==> src/rtl/multicycle_ctrl.sv <==
// Control FSM for the shared multicycle MIPS-subset datapath: sequences fetch,
// decode, execute, memory and writeback, with a memory watchdog and sticky trap.
module multicycle_ctrl #(
    parameter int RET_W   = 32,
    parameter int TIMEOUT = 16
) (
    input  logic             clk,
    input  logic             rst_n,
    input  logic [5:0]       opcode,
    input  logic [5:0]       funct,
    input  logic             zero,
    input  logic             mem_ready,
    output logic             pc_write,
    output logic             ir_write,
    output logic             iord,
    output logic             mem_read,
    output logic             mem_write,
    output logic             reg_write,
    output logic [1:0]       reg_dst,
    output logic [1:0]       wb_sel,
    output logic             alu_src_a,
    output logic [1:0]       alu_src_b,
    output logic             ext_sel,
    output logic [3:0]       alu_op,
    output logic [1:0]       pc_source,
    output logic [3:0]       state,
    output logic             trap,
    output logic [1:0]       trap_cause,
    output logic [RET_W-1:0] retired
);

    typedef enum logic [3:0] {
        S_RESET    = 4'd0,
        S_FETCH    = 4'd1,
        S_DECODE   = 4'd2,
        S_MEM_ADDR = 4'd3,
        S_MEM_RD   = 4'd4,
        S_MEM_WB   = 4'd5,
        S_MEM_WR   = 4'd6,
        S_R_EXEC   = 4'd7,
        S_R_WB     = 4'd8,
        S_I_EXEC   = 4'd9,
        S_I_WB     = 4'd10,
        S_BRANCH   = 4'd11,
        S_JUMP     = 4'd12,
        S_TRAP     = 4'd13
    } state_t;

    localparam logic [5:0] OP_RTYPE = 6'b000000;
    localparam logic [5:0] OP_LW    = 6'b100011;
    localparam logic [5:0] OP_SW    = 6'b101011;
    localparam logic [5:0] OP_ADDI  = 6'b001000;
    localparam logic [5:0] OP_ANDI  = 6'b001100;
    localparam logic [5:0] OP_ORI   = 6'b001101;
    localparam logic [5:0] OP_BEQ   = 6'b000100;
    localparam logic [5:0] OP_BNE   = 6'b000101;
    localparam logic [5:0] OP_J     = 6'b000010;
    localparam logic [5:0] OP_JAL   = 6'b000011;

    localparam logic [5:0] FN_ADD = 6'b100000;
    localparam logic [5:0] FN_SUB = 6'b100010;
    localparam logic [5:0] FN_AND = 6'b100100;
    localparam logic [5:0] FN_OR  = 6'b100101;
    localparam logic [5:0] FN_SLT = 6'b101010;

    localparam logic [3:0] ALU_ADD = 4'd0;
    localparam logic [3:0] ALU_SUB = 4'd1;
    localparam logic [3:0] ALU_AND = 4'd2;
    localparam logic [3:0] ALU_OR  = 4'd3;
    localparam logic [3:0] ALU_SLT = 4'd4;

    localparam logic [1:0] CAUSE_NONE    = 2'b00;
    localparam logic [1:0] CAUSE_ILLEGAL = 2'b01;
    localparam logic [1:0] CAUSE_TIMEOUT = 2'b10;

    // Count value held during the last permitted waiting cycle.
    localparam logic [7:0] WD_LIMIT = 8'(TIMEOUT - 1);

    function automatic logic funct_legal(input logic [5:0] fn);
        case (fn)
            FN_ADD, FN_SUB, FN_AND, FN_OR, FN_SLT: return 1'b1;
            default:                               return 1'b0;
        endcase
    endfunction

    function automatic logic [3:0] funct_alu_op(input logic [5:0] fn);
        case (fn)
            FN_ADD:  return ALU_ADD;
            FN_SUB:  return ALU_SUB;
            FN_AND:  return ALU_AND;
            FN_OR:   return ALU_OR;
            FN_SLT:  return ALU_SLT;
            default: return ALU_ADD;
        endcase
    endfunction

    function automatic state_t dispatch(input logic [5:0] op);
        case (op)
            OP_RTYPE:               return S_R_EXEC;
            OP_LW, OP_SW:           return S_MEM_ADDR;
            OP_ADDI, OP_ANDI, OP_ORI: return S_I_EXEC;
            OP_BEQ, OP_BNE:         return S_BRANCH;
            OP_J, OP_JAL:           return S_JUMP;
            default:                return S_TRAP;
        endcase
    endfunction

    state_t           state_r;
    state_t           state_nx_s;
    logic [5:0]       op_q_r;
    logic [5:0]       fn_q_r;
    logic [7:0]       wd_r;
    logic [7:0]       wd_nx_s;
    logic             wd_hit_s;
    logic [1:0]       cause_nx_s;
    logic             retire_s;
    logic             trap_r;
    logic [1:0]       trap_cause_r;
    logic [RET_W-1:0] retired_r;

    assign wd_hit_s = (wd_r >= WD_LIMIT);

    // Next-state, watchdog and trap-cause selection.
    always_comb begin
        state_nx_s = state_r;
        wd_nx_s    = 8'd0;
        cause_nx_s = CAUSE_NONE;
        case (state_r)
            S_RESET:    state_nx_s = S_FETCH;
            S_FETCH, S_MEM_RD, S_MEM_WR: begin
                if (mem_ready) begin
                    if (state_r == S_FETCH) begin
                        state_nx_s = S_DECODE;
                    end else if (state_r == S_MEM_RD) begin
                        state_nx_s = S_MEM_WB;
                    end else begin
                        state_nx_s = S_FETCH;
                    end
                end else if (wd_hit_s) begin
                    state_nx_s = S_TRAP;
                    cause_nx_s = CAUSE_TIMEOUT;
                end else begin
                    wd_nx_s = wd_r + 8'd1;
                end
            end
            S_DECODE: begin
                state_nx_s = dispatch(opcode);
                cause_nx_s = (dispatch(opcode) == S_TRAP) ? CAUSE_ILLEGAL : CAUSE_NONE;
            end
            S_MEM_ADDR: state_nx_s = (op_q_r == OP_SW) ? S_MEM_WR : S_MEM_RD;
            S_R_EXEC: begin
                if (funct_legal(fn_q_r)) begin
                    state_nx_s = S_R_WB;
                end else begin
                    state_nx_s = S_TRAP;
                    cause_nx_s = CAUSE_ILLEGAL;
                end
            end
            S_I_EXEC:   state_nx_s = S_I_WB;
            S_MEM_WB, S_R_WB, S_I_WB, S_BRANCH, S_JUMP: state_nx_s = S_FETCH;
            S_TRAP:     state_nx_s = S_TRAP;
            default: begin
                state_nx_s = S_TRAP;
                cause_nx_s = CAUSE_ILLEGAL;
            end
        endcase
    end

    // A completed instruction is one that re-enters FETCH from anywhere but RESET.
    assign retire_s = (state_nx_s == S_FETCH) && (state_r != S_FETCH) && (state_r != S_RESET);

    // State register, instruction latch, watchdog, trap flags and retire counter.
    always_ff @(posedge clk or negedge rst_n) begin
        if (!rst_n) begin
            state_r      <= S_RESET;
            op_q_r       <= 6'd0;
            fn_q_r       <= 6'd0;
            wd_r         <= 8'd0;
            trap_r       <= 1'b0;
            trap_cause_r <= CAUSE_NONE;
            retired_r    <= '0;
        end else begin
            state_r <= state_nx_s;
            wd_r    <= wd_nx_s;
            if (state_r == S_DECODE) begin
                op_q_r <= opcode;
                fn_q_r <= funct;
            end else begin
                op_q_r <= op_q_r;
                fn_q_r <= fn_q_r;
            end
            if ((state_nx_s == S_TRAP) && (state_r != S_TRAP)) begin
                trap_r       <= 1'b1;
                trap_cause_r <= cause_nx_s;
            end else begin
                trap_r       <= trap_r;
                trap_cause_r <= trap_cause_r;
            end
            if (retire_s) begin
                retired_r <= retired_r + RET_W'(1);
            end else begin
                retired_r <= retired_r;
            end
        end
    end

    // Datapath controls decoded from the state register and latched opcode/funct.
    always_comb begin
        pc_write  = 1'b0;
        ir_write  = 1'b0;
        iord      = 1'b0;
        mem_read  = 1'b0;
        mem_write = 1'b0;
        reg_write = 1'b0;
        reg_dst   = 2'b00;
        wb_sel    = 2'b00;
        alu_src_a = 1'b0;
        alu_src_b = 2'b00;
        ext_sel   = 1'b0;
        alu_op    = ALU_ADD;
        pc_source = 2'b00;
        case (state_r)
            S_FETCH: begin
                mem_read  = 1'b1;
                alu_src_b = 2'b01;
                ir_write  = mem_ready;
                pc_write  = mem_ready;
            end
            S_DECODE:   alu_src_b = 2'b11;
            S_MEM_ADDR: begin
                alu_src_a = 1'b1;
                alu_src_b = 2'b10;
            end
            S_MEM_RD: begin
                mem_read = 1'b1;
                iord     = 1'b1;
            end
            S_MEM_WB: begin
                reg_write = 1'b1;
                wb_sel    = 2'b01;
            end
            S_MEM_WR: begin
                mem_write = 1'b1;
                iord      = 1'b1;
            end
            S_R_EXEC: begin
                alu_src_a = 1'b1;
                alu_op    = funct_alu_op(fn_q_r);
            end
            S_R_WB: begin
                reg_write = 1'b1;
                reg_dst   = 2'b01;
            end
            S_I_EXEC: begin
                alu_src_a = 1'b1;
                alu_src_b = 2'b10;
                case (op_q_r)
                    OP_ANDI: begin
                        ext_sel = 1'b1;
                        alu_op  = ALU_AND;
                    end
                    OP_ORI: begin
                        ext_sel = 1'b1;
                        alu_op  = ALU_OR;
                    end
                    default: begin
                        ext_sel = 1'b0;
                        alu_op  = ALU_ADD;
                    end
                endcase
            end
            S_I_WB:     reg_write = 1'b1;
            S_BRANCH: begin
                alu_src_a = 1'b1;
                alu_op    = ALU_SUB;
                pc_source = 2'b01;
                pc_write  = (op_q_r == OP_BNE) ? ~zero : zero;
            end
            S_JUMP: begin
                pc_write  = 1'b1;
                pc_source = 2'b10;
                // PC already holds PC+4 here, so jal links it straight into r31.
                reg_write = (op_q_r == OP_JAL);
                reg_dst   = (op_q_r == OP_JAL) ? 2'b10 : 2'b00;
                wb_sel    = (op_q_r == OP_JAL) ? 2'b10 : 2'b00;
            end
            default: pc_write = 1'b0;
        endcase
    end

    assign state      = state_r;
    assign trap       = trap_r;
    assign trap_cause = trap_cause_r;
    assign retired    = retired_r;

endmodule

==> config.mk <==
export PLATFORM = sky130hd
export DESIGN_NAME = multicycle_ctrl
export DESIGN_NICKNAME = d
export VERILOG_FILES = /design/src/rtl/multicycle_ctrl.sv
export SDC_FILE = /design/constraint.sdc
export NUM_CORES = 1
export LEC_CHECK = 0
export CORE_UTILIZATION = 39
export CTS_BUF_LIST = sky130_fd_sc_hd__clkbuf_4 sky130_fd_sc_hd__clkbuf_8 sky130_fd_sc_hd__clkbuf_16
export DETAILED_ROUTE_END_ITERATION = 6
export PLACE_DENSITY = 0.69
export SYNTH_ARGS = -nofsm -noshare
export SYNTH_HDL_FRONTEND = slang
export SYNTH_SLANG_ARGS = --single-unit
==> constraint.sdc <==
create_clock -name clk -period 3.36 [get_ports clk]
set_input_delay 0.336 -clock clk [delete_from_list [all_inputs] [get_ports clk]]
set_output_delay 0.336 -clock clk [all_outputs]
set_load 0.005 [all_outputs]
# After elaboration in Yosys (flattened, before gate mapping)
# Cells that the tools add are included.
word_totals:
  regBits: 59
  input_bits: 16
  wordCells: 105
op_classes:
  addsub: 2
  magnitude_cmp: 1
  n_eq_ne: 37
  n_mux: 37
  bitwise_logic: 1
  n_reduce_logical: 20
op_table:
  columns: ["operator", "n"]
  rows:
  - ["== test 6 bit (second input constant)", 8]
  - ["adder 32 x 1 -> 32 bit (second input constant)", 1]
  - ["== test 4 bit (second input constant)", 8]
  - ["== test 6 x 4 -> 1 bit (second input constant)", 5]
  - ["two-way mux 8 bit", 3]
  - ["case mux 4 bit (6 select lines)", 1]
  - ["case mux 4 bit (5 select lines)", 1]
  - ["== test 6 x 2 -> 1 bit (second input constant)", 3]
  - ["== test 6 x 3 -> 1 bit (second input constant)", 3]
  - ["== test 4 x 3 -> 1 bit (second input constant)", 4]
  - ["case mux 2 bit (2 select lines)", 4]
  - ["OR reduction 2 bit", 7]
  - ["two-way mux 1 bit", 12]
  - ["two-way mux 4 bit", 3]
  - ["case mux 3 bit (4 select lines)", 1]
  - ["two-way mux 3 bit", 3]
  - ["case mux 3 bit (3 select lines)", 1]
  - ["OR reduction 3 bit", 3]
  - ["OR reduction 9 bit", 1]
  - ["adder 8 x 1 -> 8 bit (second input constant)", 1]
  - ["== test 4 x 1 -> 1 bit (second input constant)", 2]
  - ["== test 4 x 2 -> 1 bit (second input constant)", 2]
  - [">= comparator 8 x 4 -> 1 bit (second input constant)", 1]
  - ["two-way mux 2 bit", 4]
  - ["14 further kinds", 16]

# Longest topological paths before layout
logic_depth:
  ltp_word: 9
  mapped_depth: 9
  mapped_depth_nobuf: 8

# Worst setup path after synthesis
# No wires, ideal clock.
synth_path:
  kind: "reg-to-reg"
  from: "reg wd_r[0]"
  to: "reg retired_r[28], in the netlist retired[28]"
  arrival_ns: 2.154
  t_required_ns: 3.281
  path_slack_ns: 1.127
  stages_incl_launch_ff: 10
  n_path_buf: 1
  cell_sequence: "dfrtp_1 -> ha_1 -> nand3_1 -> and2_4 -> a211o_1 -> a211oi_2 -> nand4b_4 -> buf_6 -> nor4_1 -> xor2_1"
synth_via:
  elab_chain_len: 7
synth_lines:
  columns: ["item", "line", "text"]
  rows:
  - ["start, declared", "112", "logic [7:0] wd_r;"]
  - ["start signal, assigned", "184", "wd_r <= wd_nx_s;"]
  - [">= comparator 8 x 4 -> 1 bit", "121", "assign wd_hit_s = (wd_r >= WD_LIMIT);"]
  - ["two-way mux 4 bit", "139", "end else if (wd_hit_s) begin"]
  - ["two-way mux 4 bit", "131", "if (mem_ready) begin"]
  - ["case mux 4 bit (6 select lines)", "128", "case (state_r)"]
  - ["== test 4 x 1 -> 1 bit", "170", "assign retire_s = (state_nx_s == S_FETCH) && (state_r != S_FETCH) && (state_r != S_RESET);"]
  - ["logical AND 1 bit (2 in a row)", "170", null]
  - ["end signal, assigned", "200", "retired_r <= retired_r + RET_W'(1);"]
  - ["end signal, assigned", "202", "retired_r <= retired_r;"]
  - ["end, declared", "119", "logic [RET_W-1:0] retired_r;"]
# No other way between the ends.
# A chain may end at the register's enable or synchronous reset.

# Worst setup path in the final report
layout_path:
  from: "reg state_r[3], in the netlist state[3]"
  to: "out reg_write"
layout_via:
  elab_chain_len: 3
  word_cells_on_any_way: 6
  cone_classes: "4 x eq/ne; 1 x mux; 1 x reduce/logical"
layout_lines:
  columns: ["item", "line", "text"]
  rows:
  - ["start, declared", "108", "state_t state_r;"]
  - ["start signal, assigned", "183", "state_r <= state_nx_s;"]
  - ["== test 4 x 3 -> 1 bit or == test 4 bit (tied branches)", "222", "case (state_r)"]
  - ["OR reduction 3 bit (no line)", null, null]
  - ["case mux 1 bit (2 select lines) (*)", "222", null]
  - ["end, declared", "18", "output logic reg_write,"]
# Mark *: on every way between the ends. The rest lies on a longest branch, timed or not.

==> key figures <==
Status
  – Run status: finished clean

STA
  – Relative slew slack: 42.5%
  – Final setup skew: 9.28 ps
  – Slew at the pin closest to its max-slew limit: 863 ps
  – Number of endpoints with negative hold slack in the final report: 0
  – Number of setup violations in the final report: 0
  – Sum of negative setup slack: 0 ps
  – Period utilization: 89.4%
  – Achievable Freq: 0.333 GHz
  – Final slew viol count: 0
  – Fin crit period: 3000 ps
  – Final hold slack: 108 ps
  – RSZ-0062 raised after global routing: false

Die
  – Die span in y: 92.1 um
  – Die Width: 92.1 um
  – Number of rows in the core area: 32
  – Initial cell density of the core: 40.6%
  – Number of I/O pins: 75
  – Std-Cell Core Area: 0.00781 sq mm
  – Die area: 0.00849 sq mm

Placed design
  – Placer congestion estimate: 0.797
  – Dpl hpwl: 5010 um
  – Count of port buffers added during placement: 73

Setup path
  – Type of element launching the critical path: flop
  – Setup CP Type: reg2out
  – Crit path cell chain: and2_0 -> nor3b_1 -> and4_1 -> or3_1 -> clkdlybuf4s50_1
  – Master of the slowest instance on the critical path: dfrtp_1
  – Delay of the slowest cell on the worst path: 690 ps
  – Startpoint of the lowest-slack register-to-register path: state[2]
  – Buffers plus inverters on the worst setup path: 1
  – Critical path depth in cells: 5
  – WP data required: 3020 ps
  – Largest delay contributor family on the critical path: simple AND/OR/NAND/NOR gates
  – Endpoint kind of the worst setup timing path: output pin
  – Capture point of the worst path: reg_write
  – Crit path DAT: 2670 ps
  – Worst R2R Path Depth: 7
  – Origin of the worst setup path: state[3]
  – Destination of the worst register-to-register timing path: retired[31]
  – Worst-path fanout max: 17
  – R2R Setup Slk: 590 ps

Detailed routing
  – Detailed-route wire length: 7050 um
  – Average routed wire per standard cell: 13.9 um
  – Remaining design rule violation count: 0
  – Via count normalized by instance count: 5.21
  – Routed Antenna Nets: 0
  – Total number of vias: 2,637
  – Iteration count of the initial detailed-routing pass: 4
  – Detailed Route Iter0 Violations: 100

Synth
  – Count leader, synth: dfrtp_1
  – Part of the Yosys area used for sequential elements: 46.6%
  – Ranking of synthesized cells by instance count: dfrtp_1, nor2_1, xor2_1, nand2_1
  – Most area-consuming cells after synthesis: dfrtp_1, xor2_1, mux2_2, nor2_1, nand2_1
  – Dominant cell type by area after synthesis: dfrtp_1
  – Gate Count Post-Synth: 318
  – Cell variety after synth: 58
  – EDFF count, synth: 0
  – Flip-flop cell with the highest count after synthesis: dfrtp_1
  – Average instance area after synthesis: 9.96 sq um
  – Yosys warnings: 0
  – Share of synthesized flip-flops with an asynchronous set or reset: 100%
  – Post-synth top area share: 46.6%
  – Number of synthesized register bits: 59
  – Post-Synthesis Cell Area: 0.00317 sq mm

CTS
  – Num CTS Buffers: 9
  – Num Clock Sinks: 59
  – Clock tree from TritonCTS: built
  – Number of buffers on the longest clock path: 2
  – Cell chosen for the clock root: clkbuf_8
  – Worst-path clk slew: 70 ps
  – Clock latency at the later pin of the worst-skew pair: 340 ps
  – Number of gates resized after cts: 0
  – Hold-fix buffers, CTS: 0
  – H-tree depth: 3
  – Setup repair bufs after CTS: 0

Cells and area
  – Diode count: 0
  – Number of nets at the end of the flow: 417
  – Fin util: 53.8%
  – Fraction of layout cells with a size suffix above 1: 11.6%
  – Area Overhead vs Synth: 32.6%

GRT
  – Vias in the first global route: 2,556
  – Maximum number of pins on one net before global-route repair: 39
  – First-pass GRT wire length: 11,900 um
  – Gr ovfl total: 0
  – Antenna violations before repair: 0
  – Total routing resource utilization after global routing: 17.8%

Pwr
  – Max IR drop VDD: 0.298 mV
  – Leakage: 1.86 nW
  – Pwr per Cell Area: 680 mW/mm^2

Min path
  – Hold/Removal Path Class: in2async

Run
  – Max-cap violation count: 0
## worst min path at each step
stage                 from          end  depth (start not counted)
3_3_place_gp       wd_r[0]      wd_r[0]                          1
5_1_grt              rst_n  retired[16]                          1
6_report             rst_n  retired[14]                          1
4_1_cts              rst_n  retired[14]                          1
2_1_floorplan        rst_n    fn_q_r[0]                          0
3_5_place_dp   retired[31]  retired[31]                          1
## worst register-to-register path, stage by stage, from the launching register on
cell	delay (ps)
dfrtp_1	650
nor3b_1	180
o2111ai_4	280
o32ai_1	170
a211oi_2	320
nand4b_4	430
nor4_1	490
xor2_1	170
## layout by cell type, fill, tap and decap left out, drive strengths merged, types with 3 or more instances in the layout
| master | n |
|---|---|
| and4 | 3 |
| inv | 16 |
| mux2 | 13 |
| conb | 5 |
| clkinv | 4 |
| nor2b | 7 |
| xor2 | 27 |
| nand2b | 5 |
| dfrtp | 59 |
| nor2 | 31 |
| nand4 | 6 |
| nand3 | 14 |
| a211oi | 4 |
| xnor2 | 8 |
| and3 | 8 |
| buf | 6 |
| or3 | 4 |
| clkbuf | 9 |
| a21oi | 5 |
| nor3 | 16 |
| nor3b | 3 |
| nor4 | 11 |
| clkdlybuf4s50 | 72 |
| o21ai | 10 |
| and2 | 3 |
| nand2 | 23 |
## cells by family after synthesis
family,count (synthesis),share of synthesized area (%)
and+or+nand+nor,144,25.4
DFF,59,46.6
xor gates and xnor gates,35,9.68
AOI/OAI and AO/OA,34,8.14
buffers and inverters,28,3.99
muxes,15,5.25
adders and majority gates,2,0.790
other,1,0.118
## where the power goes
part,switching (mW),internal [mW]
registers,0.206,0.861
clock network,0.289,0.339
logic,0.559,0.604
## state kept, by name (all words and copies together), names as in the netlist
| name | flops |
|---|---|
| trap_cause | 2 |
| op_q_r | 6 |
| state | 4 |
| trap | 1 |
| retired | 32 |
| fn_q_r | 6 |
| wd_r | 8 |
## final cells by class
| cell class | count | area (sq um) |
|---|---|---|
| clock buffer | 9 | 124 |
| tap | 102 | 128 |
| sequential | 59 | 1480 |
| clock inverter | 7 | 68.8 |
| fill | 713 | 3610 |
| timing repair buffer | 78 | 763 |
| multi-input combinational | 235 | 1580 |
| inverter | 16 | 60.1 |
## stage by stage
stage,power (mW),area [sq um],worst slack [ps],std cells
6_report,2.86,4200,356,506
5_1_grt,3.05,4200,170,506
3_3_place_gp,2.22,4010,539,490
2_1_floorplan,1.79,3180,1130,322
3_5_place_dp,2.24,4010,437,490
4_1_cts,2.87,4200,368,506
## layer usage
layer | wire (um) | global-route usage (%) | part of all wire (%) | up-vias
met3 | 446 | 3.98 | 6.3 | 13
li1 | - | - | - | 1268
met5 | 0 | 0 | 0 | -
met4 | 101 | 8.33 | 1.4 | 0
met1 | 3310 | 24.2 | 47 | 1262
met2 | 3190 | 27.0 | 45 | 94
Power figures use the tool's default switching activity.
